## src/rtl/stereo_sample_fifo.sv

```systemverilog
// Per-frame stereo capture into a registered FWFT FIFO; 1-clock push-to-output latency (2 with STEREO_FIFO_DCBLOCK_EN).
// Backpressure: out_ready low holds the head; pushes into a full FIFO without a pop are dropped and counted in ovf_cnt.
module stereo_sample_fifo #(
   parameter int VOICES       = 8,
   parameter int V_ENVS       = 8,
   parameter int V_WIDTH      = 3,
   parameter int E_WIDTH      = 3,
`ifdef _24BitAudio
   parameter int AUDIO_W      = 24,
`else
   parameter int AUDIO_W      = 16,
`endif
   parameter int DEPTH_LOG2   = 2,
`ifdef STEREO_FIFO_DCBLOCK_EN
   parameter int DC_SHIFT     = 8,
`endif
   parameter int CAPTURE_SLOT = (VOICES-1)*V_ENVS+2
) (
   input  logic                        sCLK_XVXENVS,
   input  logic                        reset_reg_N,
   input  logic [V_WIDTH+E_WIDTH-1:0]  xxxx,
   input  logic signed [AUDIO_W-1:0]   lsound_in,
   input  logic signed [AUDIO_W-1:0]   rsound_in,
   input  logic                        out_ready,
   output logic                        out_valid,
   output logic signed [AUDIO_W-1:0]   l_out,
   output logic signed [AUDIO_W-1:0]   r_out,
   output logic [DEPTH_LOG2:0]         fifo_level,
   output logic [7:0]                  ovf_cnt,
   output logic                        underrun,
   input  logic                        clr_flags
);

   localparam int XW    = V_WIDTH + E_WIDTH;
   localparam int DEPTH = 1 << DEPTH_LOG2;

   typedef logic [DEPTH_LOG2:0] ptr_t;
   typedef struct packed {
      logic signed [AUDIO_W-1:0] l;
      logic signed [AUDIO_W-1:0] r;
   } sample_t;

   sample_t          mem [DEPTH];
   ptr_t             wr_ptr, rd_ptr, wr_nxt, rd_nxt;
   logic [XW-1:0]    prev_xxxx;
   logic             cap, push_req, push_ok, pop, full, empty;
   logic             ovf_evt, urun_evt;
   sample_t          push_dat, head_dat;

   // Edge-detect on the slot so a stalled scan counter yields one capture per frame.
   assign cap = (xxxx == XW'(CAPTURE_SLOT)) && (prev_xxxx != XW'(CAPTURE_SLOT));

`ifdef STEREO_FIFO_DCBLOCK_EN
   localparam int IW = AUDIO_W + DC_SHIFT + 2;
   localparam logic signed [IW-1:0] SMAX = IW'((1 << (AUDIO_W-1)) - 1);
   localparam logic signed [IW-1:0] SMIN = -SMAX - IW'(1);

   logic signed [IW-1:0] xl_prev, xr_prev, yl, yr;
   logic                 cap_d;

   function automatic logic signed [IW-1:0] dc_step(input logic signed [AUDIO_W-1:0] x,
                                                    input logic signed [IW-1:0] xp,
                                                    input logic signed [IW-1:0] y);
      return IW'(x) - xp + y - (y >>> DC_SHIFT);
   endfunction

   function automatic logic signed [AUDIO_W-1:0] sat(input logic signed [IW-1:0] y);
      if (y > SMAX)      return SMAX[AUDIO_W-1:0];
      else if (y < SMIN) return SMIN[AUDIO_W-1:0];
      else               return y[AUDIO_W-1:0];
   endfunction

   always_ff @(posedge sCLK_XVXENVS or negedge reset_reg_N) begin
      if (!reset_reg_N) begin
         xl_prev <= '0;
         xr_prev <= '0;
         yl      <= '0;
         yr      <= '0;
         cap_d   <= 1'b0;
      end else begin
         cap_d <= cap;
         if (cap) begin
            xl_prev <= IW'(lsound_in);
            xr_prev <= IW'(rsound_in);
            yl      <= dc_step(lsound_in, xl_prev, yl);
            yr      <= dc_step(rsound_in, xr_prev, yr);
         end
      end
   end

   assign push_req = cap_d;
   assign push_dat = '{l: sat(yl), r: sat(yr)};
`else
   assign push_req = cap;
   assign push_dat = '{l: lsound_in, r: rsound_in};
`endif

   always_comb begin
      empty    = (wr_ptr == rd_ptr);
      full     = (wr_ptr[DEPTH_LOG2] != rd_ptr[DEPTH_LOG2]) &&
                 (wr_ptr[DEPTH_LOG2-1:0] == rd_ptr[DEPTH_LOG2-1:0]);
      pop      = out_valid && out_ready;
      push_ok  = push_req && (!full || pop);
      ovf_evt  = push_req && full && !pop;
      urun_evt = out_ready && empty && !out_valid;
      wr_nxt   = wr_ptr + ptr_t'(push_ok);
      rd_nxt   = rd_ptr + ptr_t'(pop);
      // Entry written this edge becomes the head only when it is the sole entry.
      if (push_ok && (wr_ptr == rd_nxt))
         head_dat = push_dat;
      else
         head_dat = mem[rd_nxt[DEPTH_LOG2-1:0]];
   end

   always_ff @(posedge sCLK_XVXENVS) begin
      if (push_ok)
         mem[wr_ptr[DEPTH_LOG2-1:0]] <= push_dat;
   end

   always_ff @(posedge sCLK_XVXENVS or negedge reset_reg_N) begin
      if (!reset_reg_N) begin
         wr_ptr    <= '0;
         rd_ptr    <= '0;
         prev_xxxx <= '0;
         out_valid <= 1'b0;
         l_out     <= '0;
         r_out     <= '0;
         ovf_cnt   <= '0;
         underrun  <= 1'b0;
      end else begin
         prev_xxxx <= xxxx;
         wr_ptr    <= wr_nxt;
         rd_ptr    <= rd_nxt;
         out_valid <= (wr_nxt != rd_nxt);
         if (wr_nxt != rd_nxt) begin
            l_out <= head_dat.l;
            r_out <= head_dat.r;
         end
         if (clr_flags)
            ovf_cnt <= '0;
         else if (ovf_evt && (ovf_cnt != 8'hFF))
            ovf_cnt <= ovf_cnt + 8'd1;
         if (clr_flags)
            underrun <= 1'b0;
         else if (urun_evt)
            underrun <= 1'b1;
      end
   end

   assign fifo_level = wr_ptr - rd_ptr;

endmodule

```

## config.mk

```make
export PLATFORM = sky130hd
export DESIGN_NAME = stereo_sample_fifo
export DESIGN_NICKNAME = d
export VERILOG_FILES = /design/src/rtl/stereo_sample_fifo.sv
export SDC_FILE = /design/constraint.sdc
export NUM_CORES = 1
export LEC_CHECK = 0
export ABC_AREA = 1
export BUFFER_PORTS_ARGS = -buffer_cell sky130_fd_sc_hd__buf_4
export CORE_MARGIN = 5
export CORE_UTILIZATION = 40
export CTS_CLUSTER_SIZE = 16
export DETAILED_ROUTE_END_ITERATION = 10
export PLACE_DENSITY = 0.66
export SYNTH_ARGS = -nofsm -noshare
export SYNTH_HDL_FRONTEND = slang
export SYNTH_SLANG_ARGS = --single-unit
```

## constraint.sdc

```tcl
create_clock -name sCLK_XVXENVS -period 9.9 [get_ports sCLK_XVXENVS]
set_input_delay 2.475 -clock sCLK_XVXENVS [delete_from_list [all_inputs] [get_ports sCLK_XVXENVS]]
set_output_delay 2.475 -clock sCLK_XVXENVS [all_outputs]
set_load 0.03 [all_outputs]
```

==> results.md <==
- Max Slew Vio Count: 0
- Worst Setup End Kind: register
- Post-Synthesis Cells: 771
- CTS Sinks: 182
- Number of synthesized register bits: 182
- Average vias per placed instance: 4.856
- Post-CTS setup buffer count: 0
- Final Setup Violations: 0
- Fin crit share: 53.87%
- Io pins: 87
- Worst Skew: 0.008808 ns
- DRT Wirelength: 17420 microns
- Hold Buf Count CTS: 0
- Vias in the first global route: 5407
- WHS Endpoint: l_out[7]
- Hold Fails Final Rpt: 0
- CP Max Fanout: 36
- Fillers: 1791
- Min-Delay Startpoint: l_out[7]
- Largest net degree at the start of global routing: 69
- Clock slew at reported path FFs: 0.06 ns
- # port buffers: 86
- P_leak: 0.004005 uW
- CTS-repair resized insts: 0
- Synth Flop Type: edfxtp_1
- Initial Utilization: 40.75%
- Vias: 5429
- Routed WL per cell: 15.58 microns
- Final HPWL DP: 9903 microns
- Worst slew margin relative to its limit: 19.97%
- RSZ-0062 raised after global routing: no
- EDFF count, synth: 128
- Reg2reg setup slack: 5.95 ns
- Nets: 892
- Required @ worst endpoint: 10.21 ns
- Num CTS Buffers: 17
- 1st-pass router iterations: 5
- Synth top area cells: edfxtp_1 48%, dfrtp_1 17%, nand2_1 12%, nand3_1 9.5%, inv_1 2.6%
- Synth-to-layout area growth: 16.99%
- Crit Reg-Reg Endpoint: l_out[14]
- First DRT Iteration DRCs: 485
- CP Data Arrival Time: 5.65 ns
- Hold-critical path depth: 2
- CTS tree: done
- DIE AREA: 22750 sq um
- Worst min-delay path class: reg2reg
- Syn. warnings: 0
- First-pass GRT wire length: 28490 microns
- Tmin final: 5.333 ns
- Sequential cell area: 5195 sq um
- Clock root buffer: clkbuf_16
- Row cnt: 51
- Initial antenna violation count: 0
- Total of max-cap violations: 0
- FF-to-FF Start: wr_ptr[0]
- Synth top area share: 48.46%
- Commonest cells in the netlist: 262 x nand2_1, 150 x nand3_1, 128 x edfxtp_1
- Die Span Y: 150.8 microns
- Cell variety after synth: 35
- P per Cell Area: 316.3 nW/um^2
- Seq/Total Area, Yosys: 65.50%
- Status: completed
- Syn Area/Cell: 10.29 sq um
- Bufs on Longest Clock Path: 2
- Worst Path Class, Setup: in2reg
- Layout cells sized above 1: 16.41%
- DRC viols: 0
- Setup TNS: 0 ns
- Post-Syn Area: 7931 sq um
- Width of the die: 150.8 microns
- # diodes: 0
- Ys async rst share: 29.67%
- Slew of the pin with the lowest slew margin: 1.198 ns
- Syn Nets: 821
- Peak supply drop: 0.0001824 V
- Area of the multi-input gates: 2290 sq um
- Total track usage: 16.12%
- Post-synthesis cell type with the largest combined area: edfxtp_1
- GRT overflow: 0
- PnR Total Power: 2935 uW
- Worst-Skew Late Latency: 0.43 ns
- Peak Freq: 187.5 MHz
- Cell with the most instances after synthesis: nand2_1
- Core footprint: 19460 sq um
- CP Launch Type: input pin
- GP Congestion: 0.7584
- Antenna viol nets, final: 0
- # H-tree levels: 4
- Path depth of the worst reg2reg path: 15
-- metal layers --
metal	track usage, %	routed length, microns	vias to the layer above
met5	0	0	-
met4	4.080	193	0
met3	3.950	1007	17
met2	26.35	8428	139
met1	21.76	7788	2564
li1	-	-	2709
-- flip-flops by register name (all words and copies together) (netlist names) --
signal,flops
mem,128
l_out,16
r_out,16
ovf_cnt,8
prev_xxxx,6
rd_ptr,3
wr_ptr,3
out_valid,1
underrun,1
-- per-stage QoR --
stage	hold WS [ns]	area, sq um	util (%)	cells	setup WS [ns]
final	0.4775	9279	47.68	1118	4.567
after global routing	0.5025	9279	47.68	1118	4.200
after CTS	0.4838	9279	47.68	1118	4.561
after detailed placement	0.4674	8738	44.90	1088	4.125
after global placement	0.4658	8738	44.90	1088	4.149
after floorplan	0.5498	7931	-	771	4.162
-- power by group --
| part | switching (uW) | internal (uW) | total [uW] |
|---|---|---|---|
| combinational | 931 | 410 | 1340 |
| sequential | 53.0 | 916 | 969 |
| clock | 268 | 357 | 625 |
-- how the worst max path moves through the flow --
| stage | to | slack, ns | startpoint | depth (start not counted) |
|---|---|---|---|---|
| after detailed placement | r_out[7] | 4.12 | out_ready | 14 |
| after CTS | r_out[7] | 4.56 | out_ready | 14 |
| after global placement | r_out[4] | 4.15 | out_ready | 14 |
| after floorplan | mem[3][0] | 4.16 | xxxx[3] | 7 |
| final | r_out[7] | 4.57 | out_ready | 14 |
| after global routing | l_out[12] | 4.20 | out_ready | 14 |
-- layout make-up --
type / instances / area share (%)
Clock buffer: 22 / 5.003
Clock inverter: 8 / 0.8225
Inverter: 61 / 2.495
Multi-Input combinational cell: 488 / 24.68
Sequential cell: 182 / 55.99
Tap cell: 265 / 3.573
Timing Repair Buffer: 92 / 7.443
-- cells in the final DEF, fill, tap and decap left out, drive strengths merged --
cell type	instances
clkinv	6
o21a	1
edfxtp	128
clkbuf	22
xnor2	1
dfrtp	54
nor3	2
nor2	13
nor4	1
nand2	266
nand3	151
buf	92
o21ai	32
xor2	9
inv	62
bufinv	1
nand4	3
ha	7
nand3b	1
fa	1
-- critical path: stages --
cell,delay [ns]
buf_4,0.11
nand2_1,0.05
inv_1,0.05
ha_2,0.16
ha_1,0.26
buf_4,0.28
inv_2,0.59
nand2_1,0.13
nand2_1,0.12
nor2_1,0.05
nand2_1,0.86
o21ai_0,0.29
nand3_1,0.13
nand2_1,0.06
-- kinds of logic after synthesis --
logic type	after synthesis	share of synthesized area [%]
XOR/XNOR	10	1.199
AND/OR/NAND/NOR	437	23.85
AO/OA/AOI/OAI	33	2.114
buffers and inverters	101	5.979
flip-flops	182	65.50
adder cells (fa/ha/maj)	8	1.357
No activity file was read; power rests on OpenSTA's default activity.
